### config.mk
export PLATFORM = sky130hd
export DESIGN_NAME = cp_regfile_sb
export DESIGN_NICKNAME = d
export VERILOG_FILES = /design/src/rtl/cp_regfile_sb.sv
export SDC_FILE = /design/constraint.sdc
export NUM_CORES = 2
export LEC_CHECK = 0
export CORE_MARGIN = 2
export CORE_UTILIZATION = 50
export DETAILED_ROUTE_END_ITERATION = 7
export DONT_BUFFER_PORTS = 1
export PLACE_DENSITY = 0.66
export SYNTH_ARGS = -nofsm -noshare
export SYNTH_HDL_FRONTEND = slang
export SYNTH_SLANG_ARGS = --single-unit
### constraint.sdc
create_clock -name clk -period 50 [get_ports clk]
set_input_delay 2.5 -clock clk [delete_from_list [all_inputs] [get_ports clk]]
set_output_delay 2.5 -clock clk [all_outputs]
set_load 0.03 [all_outputs]
### src/rtl/cp_regfile_sb.sv
// Register file with two write ports, NRD combinational read ports and a per-register busy scoreboard.
// Optional write-to-read forwarding is enabled by defining CP_REGFILE_SB_BYPASS_EN.
module cp_regfile_sb #(
  parameter  int XLEN  = 32,
  parameter  int NREGS = 32,
  parameter  int NRD   = 2,
  localparam int AW    = $clog2(NREGS)
) (
  input  logic                clk,
  input  logic                rst,
  input  logic [NRD*AW-1:0]   rs_addr_i,
  output logic [NRD*XLEN-1:0] rs_data_o,
  output logic [NRD-1:0]      rs_busy_o,
  input  logic [1:0]          wr_we_i,
  input  logic [2*AW-1:0]     wr_addr_i,
  input  logic [2*XLEN-1:0]   wr_data_i,
  input  logic                rsv_valid_i,
  input  logic [AW-1:0]       rsv_addr_i,
  output logic [AW:0]         busy_cnt_o
);

  logic [XLEN-1:0]  regs [NREGS];
  logic [NREGS-1:0] busy;
  logic [NREGS-1:0] busy_nxt;

  logic [AW-1:0]   wa0, wa1;
  logic [XLEN-1:0] wd0, wd1;
  logic            w0_hit, w1_hit, rsv_hit;
  logic            set_new, clr0, clr1;
  logic [AW:0]     cnt_inc, cnt_dec;
  logic [AW-1:0]   rd_a;

  assign wa0     = wr_addr_i[0 +: AW];
  assign wa1     = wr_addr_i[AW +: AW];
  assign wd0     = wr_data_i[0 +: XLEN];
  assign wd1     = wr_data_i[XLEN +: XLEN];
  assign w0_hit  = wr_we_i[0] && (wa0 != '0);
  assign w1_hit  = wr_we_i[1] && (wa1 != '0);
  assign rsv_hit = rsv_valid_i && (rsv_addr_i != '0);

  // Writes clear their busy bit first, a same-cycle reserve then re-sets it (new producer wins).
  always_comb begin
    busy_nxt = busy;
    if (w0_hit) busy_nxt[wa0] = 1'b0;
    if (w1_hit) busy_nxt[wa1] = 1'b0;
    if (rsv_hit) busy_nxt[rsv_addr_i] = 1'b1;
  end

  // Counter delta: a clear only counts if the bit was set, is not re-reserved, and is not a duplicate port.
  always_comb begin
    set_new = rsv_hit && !busy[rsv_addr_i];
    clr0    = w0_hit && busy[wa0] && !(rsv_hit && (rsv_addr_i == wa0));
    clr1    = w1_hit && busy[wa1] && !(rsv_hit && (rsv_addr_i == wa1))
              && !(w0_hit && (wa0 == wa1));
    cnt_inc = {{AW{1'b0}}, set_new};
    cnt_dec = {{AW{1'b0}}, clr0} + {{AW{1'b0}}, clr1};
  end

  always_ff @(posedge clk or posedge rst) begin
    if (rst) begin
      busy       <= '0;
      busy_cnt_o <= '0;
    end else begin
      busy       <= busy_nxt;
      busy_cnt_o <= busy_cnt_o + cnt_inc - cnt_dec;
    end
  end

  // Port 1 is issued last so its non-blocking update overrides port 0 on an address clash.
  always_ff @(posedge clk or posedge rst) begin
    if (rst) begin
      for (int i = 0; i < NREGS; i++) regs[i] <= '0;
    end else begin
      if (w0_hit) regs[wa0] <= wd0;
      if (w1_hit) regs[wa1] <= wd1;
    end
  end

  always_comb begin
    rs_data_o = '0;
    rs_busy_o = '0;
    rd_a      = '0;
    for (int k = 0; k < NRD; k++) begin
      rd_a = rs_addr_i[k*AW +: AW];
      rs_data_o[k*XLEN +: XLEN] = regs[rd_a];
      rs_busy_o[k]              = busy[rd_a];
`ifdef CP_REGFILE_SB_BYPASS_EN
      if (w1_hit && (wa1 == rd_a)) begin
        rs_data_o[k*XLEN +: XLEN] = wd1;
        rs_busy_o[k]              = rsv_hit && (rsv_addr_i == rd_a);
      end else if (w0_hit && (wa0 == rd_a)) begin
        rs_data_o[k*XLEN +: XLEN] = wd0;
        rs_busy_o[k]              = rsv_hit && (rsv_addr_i == rd_a);
      end
`endif
    end
  end

endmodule

# After elaboration in Yosys (flattened, before gate mapping)
# Cells that the tools add are included.
# classes
addsub	3
magnitude_cmp	14
n_eq_ne	3
muxes	33
n_bitwise	9
reduce_logical	24
# ops
operator	n
$bwmux 1024	2
$mux 1024	2
$bmux 32 s5	2
$demux 32 s5	2
$mux 32	9
$and 32x32->32	2
$not 32->32	2
$or 32x32->32	1
$lt 5x6->1 const B	5
$bmux 1 s5	5
$ge 6x6->1 const B	4
$not 5->6	4
$logic_and 1x1->1	17
$demux 1 s5	3
$eq 5x5->1	3
$ge 5x1->1 const B	3
$reduce_bool 5->1	3
$lt 6x1->1 const B	2
$mux 1	8
$add 6x1->6	1
$sub 6x2->6	1
$logic_not 1->1	4
$add 1x1->2	1
# totals
regBits	1062
input_bits	94
output_inout_bits	72
word_cells	120

# Longest topological paths before layout
# depth
ltp_word	11
depth_mapped	18
mapped_depth_nobuf	14

# Least setup slack after synthesis
# No wires, ideal clock.
# synth_path
path_kind	input to output
start	input rs_addr_i[0]
end	output rs_data_o[10]
arrival_ns	4.342
required_ns	47.500
setup_slack_ns	43.158
stages	6
n_path_buf	3
path_cell_list	buf_2 -> buf_6 -> buf_2 -> mux4_2 -> mux4_2 -> mux2_2
# synth_between
elab_chain_cells	4
# synth_rtl
element	line	source
start: declaration	11	input logic [NRD*AW-1:0] rs_addr_i,
$not 5->6 (implied by the code)	85	rs_data_o[k*XLEN +: XLEN] = regs[rd_a];
$bmux 32 s5	85	
$mux 32 (implied by the code) (2 in series)	85	
end: declaration	12	output logic [NRD*XLEN-1:0] rs_data_o,
# No other way between the ends. The select of a mux whose other input is x is not followed.

# Worst setup path after layout
# layout_path
start	input rs_addr_i[5]
end	output rs_data_o[63]
# The elaborated chain is that of the path after synthesis.

==> impl_metrics.py <==
metrics = {
    "timing": {
        "tns_ns": 0,
        "max_slew.worst_pin.slew_ns": 1.26,
        "slew_viol_final": 0,
        "finalSetupViolCount": 0,
        "rsz0062_at_grt": "false",
        "post-route-min-period_ns": 6.77,
        "hold_viol_final": 0,
        "timing.fmax_ghz": 0.148,
        "fin_skew_ns": 0.0382,
        "slew_headroom": 0.156,
        "fin_crit_sh": 0.135,
    },
    "logic_synthesis": {
        "synth.net_count": 5897,
        "syn_avg_cell_area_sq_um": 11.4,
        "synth_top_area_share": 0.403,
        "async_flop_share": 1.00,
        "synth_edf_count": 0,
        "ys.flop_type": "dfrtp_1",
        "yosysSeqAreaShare": 0.403,
        "synth_cell_type_count": 53,
        "ys_warn_count": 0,
        "netlist_area_sq_mm": 0.0660,
        "yosys-top-cells-area": "dfrtp_1 (40%), mux4_2 (23%), mux2i_1 (15%), a21oi_1 (3.9%), o21ai_0 (3.4%)",
        "synth_top_area_cell": "dfrtp_1",
        "netlist_instances": 5795,
        "ys_ff_latch": 1062,
    },
    "clock_network": {
        "htreeDepth": 3,
        "ctsResizeCount": 0,
        "cts_root_buf": "clkbuf_16",
        "cts_num_sinks": 1062,
        "clk_pin_slew_worst_paths_ns": 0.06,
        "cts_setup_buffers": 0,
        "cts.path.max_buffers": 3,
        "clock_latency_ns": 0.74,
        "cts_hold_buf": 0,
        "cts_tree": "yes",
        "cts_made_buffers": 118,
    },
    "cells_and_area": {
        "fillers": 11000,
        "syn2layout_area_growth_pct": 6.25,
        "final_common_cell": "dfrtp_1",
        "layout.nets": 5359,
        "layout_common_cells": "dfrtp_1 (1,062), mux2i_1 (968), mux4_2 (681)",
        "drive_above_1_share": 0.199,
    },
    "run": {
        "cap_violations": 0,
    },
    "worst_setup_path": {
        "r2r-end": "busy_cnt_o[5]",
        "reg2reg_setup_slack_ns": 46.35,
        "crit_type": "input port to output port",
        "end_kind": "output port",
        "cpLargestDelayFamily": "multiplexers",
        "crit_buf_inv": 0,
        "crit_top_cell": "mux4_2",
        "max_stage_delay_ns": 0.61,
        "startpoint_type": "input port",
        "crit_slowest_cell": "mux4_2",
        "critical_path_required_ns": 47.50,
        "crit_fanout": 264,
        "path_cells": "mux4_2 -> mux4_2 -> mux2_2",
        "r2r_cells": 12,
        "arrival_ns": 4.27,
        "r2r-start": "busy[19]",
    },
    "die": {
        "rows": 133,
        "core_area_sq_mm": 0.131,
        "start_util": 0.503,
        "io_pins": 166,
        "fp.dieW_um": 367,
        "die_area_sq_mm": 0.135,
        "die_y_um": 367,
    },
    "min_path": {
        "hold_end": "regs[996]",
        "worstHoldStart": "regs[996]",
        "hp-class": "flop to flop",
        "holdPathStages": 0,
    },
    "routing": {
        "wl_um": 232000,
        "drt-initial-drc-count": 7375,
        "num_vias": 48900,
        "route.detailed.drc": 0,
        "viasPerCell": 6.87,
        "ant_nets": 0,
        "firstDrtPassIters": 6,
        "drt-wirelength-per-cell_um": 32.6,
    },
    "global_route": {
        "top_usage_layer": "met2",
        "use_met2": 0.514,
        "antenna_found_initial": 1,
        "grt_max_degree": 265,
        "track_usage": 0.342,
        "grtUsageMet3": 0.0900,
        "grt_pass1_wl_um": 338000,
        "overflow": 0,
        "use_met1": 0.469,
        "grt_pass1_vias": 47500,
    },
    "power_and_ir_drop": {
        "vdd_drop_max_mv": 0.0275,
        "power_mw": 2.87,
        "p_per_area_mw_per_mm2": 40.9,
        "leakage_nw": 30.1,
    },
    "outcome": {
        "status": "finished clean",
    },
    "placed_design": {
        "dpl.hpwl_um": 118000,
        "place.gp.congestion": 0.841,
        "port_buffers": 0,
    },
}
[layer usage]
metal	wire length, um	up-vias
met5	0	-
met4	12200	0
met3	28100	652
met2	104000	3279
met1	88000	24700
li1	-	20200
[kinds of logic (layout without fill, tap and decap cells)]
kind of cell               Yosys count  in the layout  synth area share
AOI/OAI and AO/OA                 1076           1076            0.0854
xor gates and xnor gates            19             19           0.00252
adders and majority gates            8              8           0.00174
buffers and inverters              725            285            0.0461
DFF                               1062           1062             0.403
muxes                             1717           1717             0.391
other                                0              1                 0
and+or+nand+nor                   1188           1188            0.0707
[cell type report]
type	count	area, sq um	share of cell area
diodes	1	2.50	0.0000357
clock buffers	182	3580	0.0510
clock inverters	36	452	0.00644
inverters	9	41.3	0.000589
multi-input cells	4008	36800	0.525
flip-flops and latches	1062	26600	0.379
well taps	1755	2200	0.0313
repair buffers	58	448	0.00639
[state kept, by name (all words and copies together), names as in the netlist]
signal      count
busy_cnt_o      6
regs         1024
busy           32
[through the flow]
step / setup WS (ns) / cells / cell area [sq um] / util / hold slack (ns)
floorplan: 17.61 / 5795 / 66000 / - / 0.441
detailed placement: 43.28 / 6892 / 66100 / 0.503 / 0.383
global placement: 43.31 / 6892 / 66100 / 0.503 / 0.376
global route: 43.23 / 7110 / 70100 / 0.534 / 0.403
finish: 43.23 / 7111 / 70100 / 0.534 / 0.390
CTS: 43.29 / 7110 / 70100 / 0.534 / 0.396
[synthesized netlist by cell type, types with 39 or more instances]
cell type,number
a21oi_1,516
nand2_1,559
buf_1,59
o21ai_1,39
dfrtp_1,1062
mux4_2,681
mux2_2,68
nor2_1,554
buf_2,99
mux2i_1,968
o21ai_0,453
clkbuf_1,514
[worst max-delay path by stage]
stage	startpoint	to	slack, ns	cells after the start
2_1_floorplan	rst	busy[0]	17.61	1
3_3_place_gp	rs_addr_i[0]	rs_data_o[5]	43.31	3
3_5_place_dp	rs_addr_i[0]	rs_data_o[6]	43.28	3
4_1_cts	rs_addr_i[0]	rs_data_o[6]	43.29	3
5_1_grt	rs_addr_i[5]	rs_data_o[39]	43.23	3
6_report	rs_addr_i[5]	rs_data_o[63]	43.23	3
[power by group]
group          internal, mW  leakage (nW)  switching [mW]
clock network         0.531          1.98           0.382
registers              1.08          13.0           0.186
logic                 0.412          15.1           0.277
total                  2.03          30.1           0.845
Power figures use the tool's default switching activity.
